`src/rtl/bus_pkg.sv`:
```
// rtl/bus_pkg.sv - shared defaults and arbiter state type for the round-robin bus
package bus_pkg;

    localparam int NM_DEF    = 4;
    localparam int NS_DEF    = 4;
    localparam int AW_DEF    = 8;
    localparam int DW_DEF    = 32;
    localparam int RGN_W_DEF = 5;

    typedef enum logic {
        PARK = 1'b0,
        BUSY = 1'b1
    } bus_state_t;

endpackage

```
`src/rtl/bus_rr_arbiter.sv`:
```
// rtl/bus_rr_arbiter.sv - non-preemptive round-robin arbiter with parked owner
module bus_rr_arbiter import bus_pkg::*; #(
    parameter int NM = NM_DEF
) (
    input  logic          clk,
    input  logic          reset,
    input  logic [NM-1:0] req,
    output logic [NM-1:0] grant
);

    localparam int OW = $clog2(NM);

    bus_state_t    state;
    bus_state_t    state_nx;
    logic [OW-1:0] owner;
    logic [OW-1:0] owner_nx;
    logic [OW-1:0] rr_owner;
    logic          rr_found;

    always_ff @(posedge clk) begin
        if (reset) begin
            state <= PARK;
            owner <= '0;
        end else begin
            state <= state_nx;
            owner <= owner_nx;
        end
    end

    // First requester after the owner, wrapping; the owner itself is handled by the FSM.
    always_comb begin
        rr_owner = owner;
        rr_found = 1'b0;
        for (int k = 1; k < NM; k++) begin
            if (!rr_found && req[(int'(owner) + k) % NM]) begin
                rr_found = 1'b1;
                rr_owner = OW'((int'(owner) + k) % NM);
            end
        end
    end

    always_comb begin
        state_nx = state;
        owner_nx = owner;
        case (state)
            PARK: begin
                if (|req) begin
                    state_nx = BUSY;
                    if (!req[owner]) begin
                        owner_nx = rr_owner;
                    end
                end
            end
            BUSY: begin
                if (!req[owner]) begin
                    if (rr_found) begin
                        owner_nx = rr_owner;
                    end else begin
                        state_nx = PARK;
                    end
                end
            end
            default: begin
                state_nx = PARK;
                owner_nx = '0;
            end
        endcase
    end

    // Grant is a pure decode of the owner register, so it only changes on a clock edge.
    always_comb begin
        grant        = '0;
        grant[owner] = 1'b1;
    end

endmodule

```
`src/rtl/bus_rr.sv`:
```
// rtl/bus_rr.sv - shared bus with round-robin arbitration, region decode and registered read return
module bus_rr import bus_pkg::*; #(
    parameter int NM    = NM_DEF,
    parameter int NS    = NS_DEF,
    parameter int AW    = AW_DEF,
    parameter int DW    = DW_DEF,
    parameter int RGN_W = RGN_W_DEF
) (
    input  logic             clk,
    input  logic             reset,
    input  logic [NM-1:0]    M_req,
    input  logic [NM-1:0]    M_wr,
    input  logic [NM*AW-1:0] M_address,
    input  logic [NM*DW-1:0] M_dout,
    input  logic [NS*DW-1:0] S_dout,
    output logic [NM-1:0]    M_grant,
    output logic [DW-1:0]    M_din,
    output logic [NS-1:0]    S_sel,
    output logic [AW-1:0]    S_address,
    output logic             S_wr,
    output logic [DW-1:0]    S_din,
    output logic             dec_err
);

    localparam int OW = $clog2(NM);

    logic [OW-1:0]       owner;
    logic [OW-1:0]       mux_idx;
    logic                owner_req;
    logic [AW-RGN_W-1:0] region;
    logic                hit;
    logic [NS-1:0]       sel_q;

    bus_rr_arbiter #(
        .NM(NM)
    ) u_arbiter (
        .clk  (clk),
        .reset(reset),
        .req  (M_req),
        .grant(M_grant)
    );

    always_comb begin
        owner = '0;
        for (int i = 0; i < NM; i++) begin
            if (M_grant[i]) begin
                owner = OW'(i);
            end
        end
    end

    // While in reset the address phase shows master 0 with its request masked off.
    assign mux_idx   = reset ? '0 : owner;
    assign owner_req = !reset && M_req[mux_idx];

    assign S_address = M_address[mux_idx*AW +: AW];
    assign S_din     = M_dout[mux_idx*DW +: DW];
    assign S_wr      = owner_req && M_wr[mux_idx];

    assign region  = S_address[AW-1:RGN_W];
    assign hit     = int'(region) < NS;
    assign dec_err = owner_req && !hit;

    always_comb begin
        S_sel = '0;
        for (int j = 0; j < NS; j++) begin
            S_sel[j] = owner_req && (int'(region) == j);
        end
    end

    always_ff @(posedge clk) begin
        if (reset) begin
            sel_q <= '0;
        end else begin
            sel_q <= S_sel;
        end
    end

    always_comb begin
        M_din = '0;
        for (int j = 0; j < NS; j++) begin
            if (sel_q[j]) begin
                M_din = M_din | S_dout[j*DW +: DW];
            end
        end
    end

endmodule

```
`config.mk`:
```
export PLATFORM = sky130hd
export DESIGN_NAME = bus_rr
export DESIGN_NICKNAME = d
export VERILOG_FILES = /design/src/rtl/bus_pkg.sv /design/src/rtl/bus_rr_arbiter.sv /design/src/rtl/bus_rr.sv
export SDC_FILE = /design/constraint.sdc
export NUM_CORES = 1
export LEC_CHECK = 0
export CORE_AREA = 2 2 149 151
export DETAILED_ROUTE_END_ITERATION = 7
export DIE_AREA = 0 0 151 153
export GPL_ROUTABILITY_DRIVEN = 1
export PLACE_DENSITY = 0.45
export REMOVE_ABC_BUFFERS = 1
export SLEW_MARGIN = 20
export SYNTH_ARGS = -nofsm -noshare
export SYNTH_HDL_FRONTEND = slang
export SYNTH_SLANG_ARGS = --single-unit
```
`constraint.sdc`:
```
create_clock -name clk -period 2.8 [get_ports clk]
set_input_delay 0.42 -clock clk [delete_from_list [all_inputs] [get_ports clk]]
set_output_delay 0.42 -clock clk [all_outputs]
set_load 0.05 [all_outputs]
```
---- After elaboration in Yosys (flattened, before gate mapping) ----
Cells that the tools add are included.
storage, ports and cells
  flip-flop bits (word level) ............. 7
  word-level logic and storage cells ...... 89
cells by class
  add/sub/neg operators ................... 3
  order comparisons ....................... 7
  equality and inequality tests ........... 7
  shift operators ......................... 2
  mux-type cells .......................... 40
  bitwise logic cells ..................... 7
  reductions and logical operators ........ 20
operator list
  kind                                                                   count
  32-bit two-way mux                                                     4
  128-bit by 8-bit variable part select with 32-bit output               1
  32-bit OR                                                              3
  32-bit by 6-bit variable part select with 8-bit output                 1
  2-bit two-way mux                                                      10
  1-bit two-way mux                                                      17
  1-bit binary-select mux with 2-bit select                              6
  3-bit by 4-bit < comparator with 1-bit output (second input constant)  3
  1-bit logical AND                                                      10
  3-bit == test (second input constant)                                  2
  2-bit by 3-bit < comparator with 1-bit output (second input constant)  2
  2-bit inequality test (second input constant)                          3
  2-bit OR reduction                                                     3
  2-bit adder (second input constant)                                    2
  1-bit logical NOT                                                      4
  2-bit case mux with 2 select lines                                     1
  4-bit AND reduction                                                    1
  4-bit OR reduction                                                     1
  1-bit AND (first input constant)                                       3
  3-bit by 2-bit == test with 1-bit output (second input constant)       1
  3-bit logical NOT                                                      1
  3-bit < comparator (second input constant)                             1
  2-bit by 1-bit adder with 2-bit output (second input constant)         1
  1-bit demux with 2-bit select                                          1
  other kinds (4)                                                        4

---- Logic depth before layout (Yosys ltp) ----
  depth after elaboration ................. 16
  mapped depth ............................ 9
  gate-level depth less buffers ........... 7

---- Cells and area by module ----
Synthesis repeated with hierarchy kept, for this count alone.
second synthesis, totals
  cell total of the unflattened synthesis .. 364
  area, all modules ....................... 2348.5 um^2
by module, submodules not included
  module          instances  cells each  area each (um^2)  seq. area each (um^2)
  bus_rr          1          328         1979.4            80.1
  bus_rr_arbiter  1          36          369.1             60.1

---- Worst setup path before layout ----
No wires, ideal clock.
  path kind ............................... reg-to-output
  start point ............................. register u_arbiter.owner[0]
  end point ............................... output S_sel[1]
  data arrival time ....................... 3.331 ns
  required time ........................... 2.380 ns
  path slack .............................. -0.951 ns
  cell stages (with the launch flop) ...... 7
  buffers on the path ..................... 1
  cell sequence ........................... dfxtp_1 buf_6 inv_1 ha_1 o21ai_0 a32oi_4 nor3b_1
RTL lines
  what                                                                                                                                                 line                  text
  start: declaration                                                                                                                                   bus_rr_arbiter.sv:15  logic [OW-1:0] owner;
  start signal: assignment                                                                                                                             bus_rr_arbiter.sv:26  owner <= owner_nx;
  2-bit by 3-bit < comparator with 1-bit output (not written as such) or 2-bit by 1-bit greater-or-equal comparator with 1-bit output (tied branches)  bus_rr_arbiter.sv:73  grant[owner] = 1'b1;
  1-bit logical AND (not written as such)                                                                                                              bus_rr_arbiter.sv:73
  1-bit two-way mux (not written as such)                                                                                                              bus_rr_arbiter.sv:73
  1-bit demux with 2-bit select (*)                                                                                                                    -
  via M_grant[2]                                                                                                                                       bus_rr.sv:16          output logic [NM-1:0] M_grant,
  2-bit two-way mux (*) (2 in series)                                                                                                                  bus_rr.sv:46          if (M_grant[i]) begin
  2-bit two-way mux (*)                                                                                                                                bus_rr.sv:53          assign mux_idx = reset ? '0 : owner;
  32-bit by 6-bit variable part select with 8-bit output (*)                                                                                           bus_rr.sv:56          assign S_address = M_address[mux_idx*AW +: AW];
  via S_address[5]                                                                                                                                     bus_rr.sv:19          output logic [AW-1:0] S_address,
  3-bit by 2-bit == test with 1-bit output (*)                                                                                                         bus_rr.sv:67          S_sel[j] = owner_req && (int'(region) == j);
  1-bit logical AND (*)                                                                                                                                bus_rr.sv:67
  end: declaration                                                                                                                                     bus_rr.sv:18          output logic [NS-1:0] S_sel,
Mark *: on every way through the listed nets, which the timed path passes. The rest lies on a longest branch. The select of a mux whose other input is x is not followed.

---- Worst setup path in the final report ----
  start point ............................. register u_arbiter.owner[1]
  end point ............................... output S_sel[1]
on the way
  cells in the longest elaborated chain, start to end .. 12
RTL lines
  what                                                                                                                                                 line
  2-bit by 3-bit < comparator with 1-bit output (not written as such) or 2-bit by 1-bit greater-or-equal comparator with 1-bit output (tied branches)  bus_rr_arbiter.sv:73
  1-bit logical AND (not written as such)                                                                                                              bus_rr_arbiter.sv:73
  1-bit two-way mux (not written as such)                                                                                                              bus_rr_arbiter.sv:73
  1-bit demux with 2-bit select (*)                                                                                                                    -
  1-bit two-way mux                                                                                                                                    bus_rr.sv:46
  2-bit two-way mux                                                                                                                                    bus_rr.sv:46
  2-bit two-way mux (*)                                                                                                                                bus_rr.sv:46
  2-bit two-way mux (*)                                                                                                                                bus_rr.sv:53
  branches (longest 3 deep; another with 32-bit by 6-bit variable part select with 8-bit output)                                                       -
  1-bit logical AND (*)                                                                                                                                bus_rr.sv:67
Mark *: on every way between the ends. The select of a mux whose other input is x is not followed.

==> results.md <==
STA:
- Summed over all failing endpoints, the final setup total negative slack is 0 ns.
- Clock skew on the completed layout was measured at 0.00608 ns.
- At the pin with the least slew margin, the transition time is 0.585 ns.
- The total count of hold-check failures in the final report is 0.
- Of the available clock period, the critical path in the final layout requires 94.9%.
- The final period demand of the worst path is between 2 and 3 ns.
- The number of pins exceeding their max-slew limit in the final report was 0.
- Setup repair after global routing left no endpoint under its margin.
- The fmax is 376 MHz.
- The total setup violations reported at the end of the flow is 0.
- The relative max-transition margin is 60.6%.

Cells and area:
- In the layout the commonest cells are sky130_fd_sc_hd__clkdlybuf4s50_1 (300), sky130_fd_sc_hd__buf_4 (67), sky130_fd_sc_hd__a22oi_1 (64).
- The count of filler cells inserted in the layout is approximately 2200.
- Relative to the synthesized area, the layout overhead comes to 190%.
- The library cell used most frequently in the layout, excluding fill and tap cells, is sky130_fd_sc_hd__clkdlybuf4s50_1.
- After the flow finishes, the layout carries non-filler instances totaling 1001.
- The number of nets in the layout is between 1000 and 1500.
- The post-route netlist has approximately a fifth of its cells at a drive strength greater than 1.

Setup path:
- STA puts the critical path data required time at 2.38 ns.
- The kind of critical path is reg -> out.
- The critical path capture point type is an output pin.
- The data arrival time of the critical path is ~2.2 ns.
- The worst setup path is launched from a register.
- The maximum fanout count along the critical path is 9.

Clock tree:
- Clock-pin slew was measured on the worst setup and hold paths at 0.04 ns.
- The clock tree root buffer cell is sky130_fd_sc_hd__clkbuf_16.
- CTS built an H-tree with a depth of 1.
- The tree built by TritonCTS fans out to 7 sinks.
- The clock tree from TritonCTS is yes.
- The clock buffer count from CTS is 3.
- In this run, post-CTS hold repair placed 0 buffers.
- The clock network latency to the later pin of the worst-skew pair is 0.23 ns.
- The clock tree buffer depth is 2.

Floorplanning:
- The area of the die is 0.0231 mm².
- Measured along the y axis, the die boundary spans 153 µm.
- The floorplan step set the die width to 151 µm.
- The core region is 0.0215 mm².
- The initial core utilization is 11.6%.
- The number of rows in the core area is 54.
- The number of top-level pins is 380.

Synth:
- The proportion of synthesized area in mux cells is 21.1%.
- Ranked by total cell area, the synthesized netlist is headed by sky130_fd_sc_hd__a22oi_1 (19%), sky130_fd_sc_hd__mux2i_1 (16%), sky130_fd_sc_hd__o221ai_1 (13%).
- Yosys mapped a number of flops with a built-in enable equal to 0.
- The synthesized area per cell is around 7.4 µm².
- Yosys printed 0 warnings.
- The fraction of the mapped netlist area in compound gates is 48.8%.
- The fraction of synthesis flops using an asynchronous set or reset pin is 0%.
- The fraction of synthesized cell area in xor and xnor cells is 0.350%.
- The post-synthesis adder-cell area fraction is 2.00%.
- The combinational family with the most area after synthesis is compound AO/OA/AOI/OAI gates.
- The instance count of the mapped netlist is between 300 and 400.
- The synthesized design spends more area on one cell type than any other, namely sky130_fd_sc_hd__a22oi_1.
- The primary flip-flop cell chosen by synthesis mapping is sky130_fd_sc_hd__dfxtp_1.
- The register bit count reported by yosys is 7.
- Sequential cells were found to cover 5.61% of the synthesized design area.
- The netlist uses 41 different library cells.
- The synthesized design devotes to its leading area cell type around a fifth of total area.
- Summing the areas of all and, or, nand and nor instances in the mapped netlist gives approximately an eighth of the synthesized area.
- The cell area after synthesis is approximately 0.0025 mm².

Pwr:
- The leakage power is 0.00297 µW.
- For this design the ratio of total power to cell area is 735 mW/mm².
- Across the VDD grid, the largest voltage drop is 0.000398 V.

Place:
- Counting tap cells, the placed design contains a total of just under 1000 instances.
- Port buffering added 379 buffers.
- The placer's final routability congestion estimate is between 0.8 and 0.9.
- The HPWL after detailed placement is 15.8 mm.

Drt:
- After detailed routing, the number of vias per cell comes to 4.37.
- The count of nets left with antenna violations after detail routing is 0.
- In the routed design, unresolved DRC markers number 0.
- For this block, the routed nets add up to 18.8 mm of wire.
- Dividing the detail-routed wire length by the instance count gives 18.7 µm.
- The routed layout has 4372 vias.
- The DRC violation total after the first TritonRoute iteration is roughly 160.
- The length of the first detailed-routing pass in iterations is 4.

Worst hold path:
- The path category of the worst min-delay check is reg -> reg.

Global routing:
- The initial antenna violation count was 1.
- The global-route wire length before repair is 26.8 mm.
- The largest net degree at the start of global routing is 39.
- Global routing used 15.0% of the available tracks across all layers.
- The number of global-route vias before repair is 4476.
- The total overflow reported by the global router is 0.

Status:
- The flow ran to the end, and the final reports show no timing, DRC or antenna violations.

Flow run:
- Max-cap violations in this run came to 0.
## power breakdown
| part | internal (µW) | switching (µW) |
|---|---|---|
| registers | 124 | 17.8 |
| logic | 2140 | 2800 |
| clock network | 189 | 51.6 |
## metrics by stage
stage / power (µW) / hold slack (ns) / utilization [%] / setup WS, ns / instance area (µm²)
6_report: 5320 / 0.531 / 33.7 / 0.141 / 7250
5_1_grt: 5580 / 0.565 / 33.7 / 0.00540 / 7250
4_1_cts: 5220 / 0.530 / 33.1 / 0.0268 / 7110
3_5_place_dp: 4930 / 0.521 / 32.6 / -0.199 / 7010
3_3_place_gp: 4910 / 0.514 / 32.6 / -0.0694 / 7010
2_1_floorplan: 2640 / 0.490 / - / -2.13 / 2300
## per-layer routing
| metal | track usage, % | wire length [µm] | up-vias | part of all wire (%) |
|---|---|---|---|---|
| li1 | - | - | 2146 | - |
| met1 | 17.9 | 7510 | 2018 | 40 |
| met2 | 27.5 | 9510 | 186 | 51 |
| met3 | 2.72 | 1340 | 22 | 7.1 |
| met4 | 3.74 | 405 | 0 | 2.2 |
| met5 | 0 | 0 | - | 0 |
## cells by family after synthesis
group           after synthesis
simple gates                 68
buf+inv                      44
flops                         7
fa+ha+maj                     4
compound gates              167
xor+xnor                      1
mux                          47
## critical path: stages, from the launching register on
cell and delay (ns):
sky130_fd_sc_hd__dfxtp_1 0.36, sky130_fd_sc_hd__buf_4 0.20, sky130_fd_sc_hd__ha_4 0.22, sky130_fd_sc_hd__mux2i_1 0.09
sky130_fd_sc_hd__o21ai_1 0.18, sky130_fd_sc_hd__o2bb2ai_2 0.18, sky130_fd_sc_hd__o211ai_1 0.13, sky130_fd_sc_hd__buf_4 0.17
sky130_fd_sc_hd__nor3b_1 0.20, sky130_fd_sc_hd__buf_4 0.15, sky130_fd_sc_hd__buf_12 0.12
## registers in the layout (all words and copies together) (netlist names)
| signal | count |
|---|---|
| sel_q | 4 |
| u_arbiter.owner | 2 |
| u_arbiter.state | 1 |
## final cells by class
class                           instances  area, µm²  area share, %
Clock buffer                            4       78.8           1.09
Multi-Input combinational cell        289       2230           30.7
Sequential cell                         7        141           1.95
Tap cell                              280        350           4.83
Timing Repair Buffer                  414       4430           61.1
Antenna cell                            1       2.50         0.0345
Inverter                                6       23.8          0.328
## what timing repair did
item	CTS	global route
pin swaps	0	5
endpoints found under the setup margin	8	38
gates resized for setup	7	15
buffers inserted	0	8
cloned	0	2
## worst paths after layout
kind	startpoint	end	slack [ns]	cells after the start
worst max-delay path	u_arbiter.owner[1]$_SDFFE_PP0P_	S_sel[1]	0.14	10
worst min-delay path	u_arbiter.state$_SDFF_PP0_	u_arbiter.state$_SDFF_PP0_	0.53	2
worst max register to register	u_arbiter.owner[1]$_SDFFE_PP0P_	sel_q[1]$_SDFF_PP0_	0.82	9
worst min register to register	u_arbiter.state$_SDFF_PP0_	u_arbiter.state$_SDFF_PP0_	0.53	2
## cell usage after synthesis (4+ instances only)
| library cell | n |
|---|---|
| sky130_fd_sc_hd__mux2i_1 | 40 |
| sky130_fd_sc_hd__o221ai_1 | 38 |
| sky130_fd_sc_hd__buf_6 | 4 |
| sky130_fd_sc_hd__a22oi_1 | 64 |
| sky130_fd_sc_hd__nand2_1 | 35 |
| sky130_fd_sc_hd__buf_2 | 11 |
| sky130_fd_sc_hd__nor3b_1 | 5 |
| sky130_fd_sc_hd__nor3_1 | 5 |
| sky130_fd_sc_hd__inv_1 | 5 |
| sky130_fd_sc_hd__ha_1 | 4 |
| sky130_fd_sc_hd__a21oi_1 | 6 |
| sky130_fd_sc_hd__o21ai_0 | 45 |
| sky130_fd_sc_hd__nor2_1 | 10 |
| sky130_fd_sc_hd__dfxtp_1 | 7 |
| sky130_fd_sc_hd__clkbuf_1 | 19 |
Note: power is estimated with default switching activity, not from simulation.
==> RTL edit, RTL diff (config.mk and constraints unchanged) <==
Make the reset (`reset`) asynchronous in 2 clocked blocks.
--- a/src/rtl/bus_rr_arbiter.sv
+++ b/src/rtl/bus_rr_arbiter.sv
@@ -17,7 +17,7 @@
     logic [OW-1:0] rr_owner;
     logic          rr_found;
 
-    always_ff @(posedge clk) begin
+    always_ff @(posedge clk or posedge reset) begin
         if (reset) begin
             state <= PARK;
             owner <= '0;
--- a/src/rtl/bus_rr.sv
+++ b/src/rtl/bus_rr.sv
@@ -68,7 +68,7 @@
         end
     end
 
-    always_ff @(posedge clk) begin
+    always_ff @(posedge clk or posedge reset) begin
         if (reset) begin
             sel_q <= '0;
         end else begin
Formal check against the unedited RTL: differs if reset is asserted again (counterexample within 4 cycles, from zero or initial values and one cycle with reset high); with reset held inactive, the same outputs for 4 cycles.
==> RTL edit against the unedited design <==
- final cell count is 2.3% lower
- worst hold slack lost 0.30 ns
- clock skew down 0.0040 ns
- clock power up 2%
- worst setup slack got worse by 0.031 ns
- area after synthesis shrank 4.2%
- largest cell class unchanged
- critical path type unchanged
- total power up 22%
- critical path depth fell by 1
- highest routed layer is now met5
- global-route usage decreased by 0.10 points
- non-clock buffer count fell by 10
- routed wire length shrank 1.8%
- sequential cell count unchanged
- via count is 2.6% lower
- design area is 2.0% lower
==> RTL edit: results (changes against the unedited design) <==
Run status
  – Status: finished, final reports clean (unchanged)

Critical path
  – Reg2reg start: u_arbiter.owner[1] (unchanged)
  – R2R Setup Slk: around 0.83 ns
  – Critical Path Source Type: flop (unchanged)
  – Worst-path fanout max: 8 (was 9)
  – Worst EP arrival: 2.27 ns (was 2.24 ns)
  – Worst R2R End: sel_q[1] (unchanged)
  – R2R depth: 8 (was 9)

Yosys
  – Most used DFF post-synth: dfrtp_1 (was dfxtp_1)
  – Yosys cell types: 39 (was 41)
  – Synth warnings: 0 (unchanged)
  – Fraction of registers with async set/reset: 1.00 (was 0)
  – Most instantiated cells after synthesis: a22oi_1 (64), o21ai_0 (47), mux2i_1 (44) (was a22oi_1 (64), o21ai_0 (45), mux2i_1 (40))
  – Top cells by area, synth: a22oi_1 (20%), mux2i_1 (18%), o221ai_1 (14%) (was a22oi_1 (19%), mux2i_1 (16%), o221ai_1 (13%))
  – Register area share after synthesis: 0.0731 (was 0.0561)

Power and ir drop
  – Reg power frac: 0.030 (was 0.027)
  – Worst vdd ir: 0.454 mV (was 0.398 mV)
  – Switching Share: 0.551 (was 0.539)
  – P_clk: 0.000245 W (was 0.000241 W)
  – Leak pwr: 2.93 nW (was 2.97 nW)

Detailed routing
  – Drt first pass iters: 4 (unchanged)
  – Wirelength, routed: 18400 µm (was 18800 µm)
  – Detailed Route Iter0 Violations: 111 (was 161)
  – Drt via density: 4.35 (was 4.37)

Placement
  – DP Area: 6870 µm² (was 7010 µm²)
  – Gpl congestion: 0.860 (was 0.881)
  – Port bufs: 379 (unchanged)
  – Hpwl dp: 15700 µm (was 15800 µm)

Final layout
  – Net count, final: 1001 (was 1023)
  – Share of cells above drive strength 1: 0.195 (was 0.199)
  – # diodes: 0 (was 1)
  – Biggest regs: sel_q x4, u_arbiter.owner x2, u_arbiter.state x1 (unchanged)

Clocking
  – Htree depth: 1 (unchanged)
  – Worst skew pair latency: 0.23 ns (about the same)
  – Num CTS Buffers: 3 (unchanged)
  – Max clock buf depth: 2 (unchanged)
  – Root Buffer: clkbuf_16 (unchanged)
  – Clock transition at path regs: 0.04 ns (about the same)

Global routing
  – First-pass GRT wire length: 26800 µm (about the same)
  – Largest net degree at the start of global routing: 55 (was 39)
  – Vias in the first global route: 4458 (was 4476)
  – Total track usage: 0.149 (was 0.150)
  – Initial antenna violation count: 2 (was 1)

STA
  – Worst Hold Slack: 0.232 ns (was 0.531 ns)
  – Final Skew: 0.00208 ns (was 0.00608 ns)
  – Final setup vio count: 0 (unchanged)
  – Setup TNS: 0 ns (unchanged)
  – Rel. slew slack: 0.485 (was 0.606)

Min path
  – Hold WC Path Type: input pin to asynchronous set/reset pin (was flop to flop)
==> RTL edit: cell types whose count changed after synthesis, sizes merged, moves of 2 or more <==
| cell | before | now |
|---|---|---|
| nor2 | 10 | 8 |
| a21oi | 6 | 4 |
| dfxtp | 7 | 0 |
| dfrtp | 0 | 7 |
| buf | 18 | 16 |
| mux2i | 40 | 44 |
| nand2 | 38 | 40 |
| nor3b | 5 | 3 |
| nor3 | 6 | 2 |
| clkbuf | 20 | 18 |
| mux4 | 4 | 2 |
==> RTL edit: logic make-up (layout without fill, tap and decap cells) <==
logic type               after synthesis  count (layout)  share of synthesized area
AO/OA/AOI/OAI                        165             165                      0.494
AND/OR/NAND/NOR                       61              61                      0.119
multiplexers                          48              48                      0.214
buffers and inverters                 39             413                     0.0799
flip-flops                             7               7                     0.0731
adder cells (fa/ha/maj)                4               4                     0.0209
==> RTL edit: through the flow <==
stage                     total power [W]  worst slack, ns  std cells
after detailed placement          0.00611           0.0381        965
after global routing              0.00685          -0.0220        978
after CTS                         0.00648           0.0207        975
final                             0.00652            0.111        978
after global placement            0.00607           0.0948        965
after floorplan                   0.00333            -2.54        290
==> RTL edit: worst max path at each step <==
stage,startpoint,to,slack (ns),cells after the start
6_report,u_arbiter.owner[1],S_sel[2],0.11,9
5_1_grt,u_arbiter.owner[0],S_sel[1],-0.02,9
4_1_cts,u_arbiter.owner[1],S_din[30],0.02,8
3_5_place_dp,reset,S_sel[2],0.04,6
3_3_place_gp,M_req[2],S_sel[3],0.09,7
2_1_floorplan,u_arbiter.owner[0],S_sel[0],-2.54,6
==> RTL edit: cell type report <==
| type | count | area [µm²] |
|---|---|---|
| clock buffers | 3 | 75.1 |
| clock inverters | 1 | 5.00 |
| fillers | 2237 | 14400 |
| inverters | 5 | 21.3 |
| multi-input cells | 278 | 2120 |
| flip-flops and latches | 7 | 178 |
| well taps | 280 | 350 |
| repair buffers | 404 | 4360 |
==> RTL edit: critical path, stage by stage (launching register included) <==
cell and delay, ns:
dfrtp_2 0.45, buf_4 0.16, ha_4 0.19, mux2i_1 0.13
o21ai_1 0.20, o2bb2ai_2 0.14, o211ai_1 0.16, buf_4 0.18
nor3b_4 0.25, buf_12 0.17
==> RTL edit: layer usage <==
| metal | vias up | GRT usage | routed length (µm) |
|---|---|---|---|
| met5 | - | 0 | 27 |
| met4 | 4 | 0.0151 | 98 |
| met3 | 10 | 0.0382 | 1650 |
| met2 | 180 | 0.293 | 10000 |
| met1 | 1990 | 0.163 | 6630 |
| li1 | 2075 | - | - |
==> RTL edit: what timing repair did <==
item / 4_1_cts / 5_1_grt
setup endpoints to repair: 18 / 17
hold buffers: 0 / 0
pin swaps: 3 / 2
cloned: 0 / 0
resized for setup: 11 / 18
setup buffers: 6 / 3
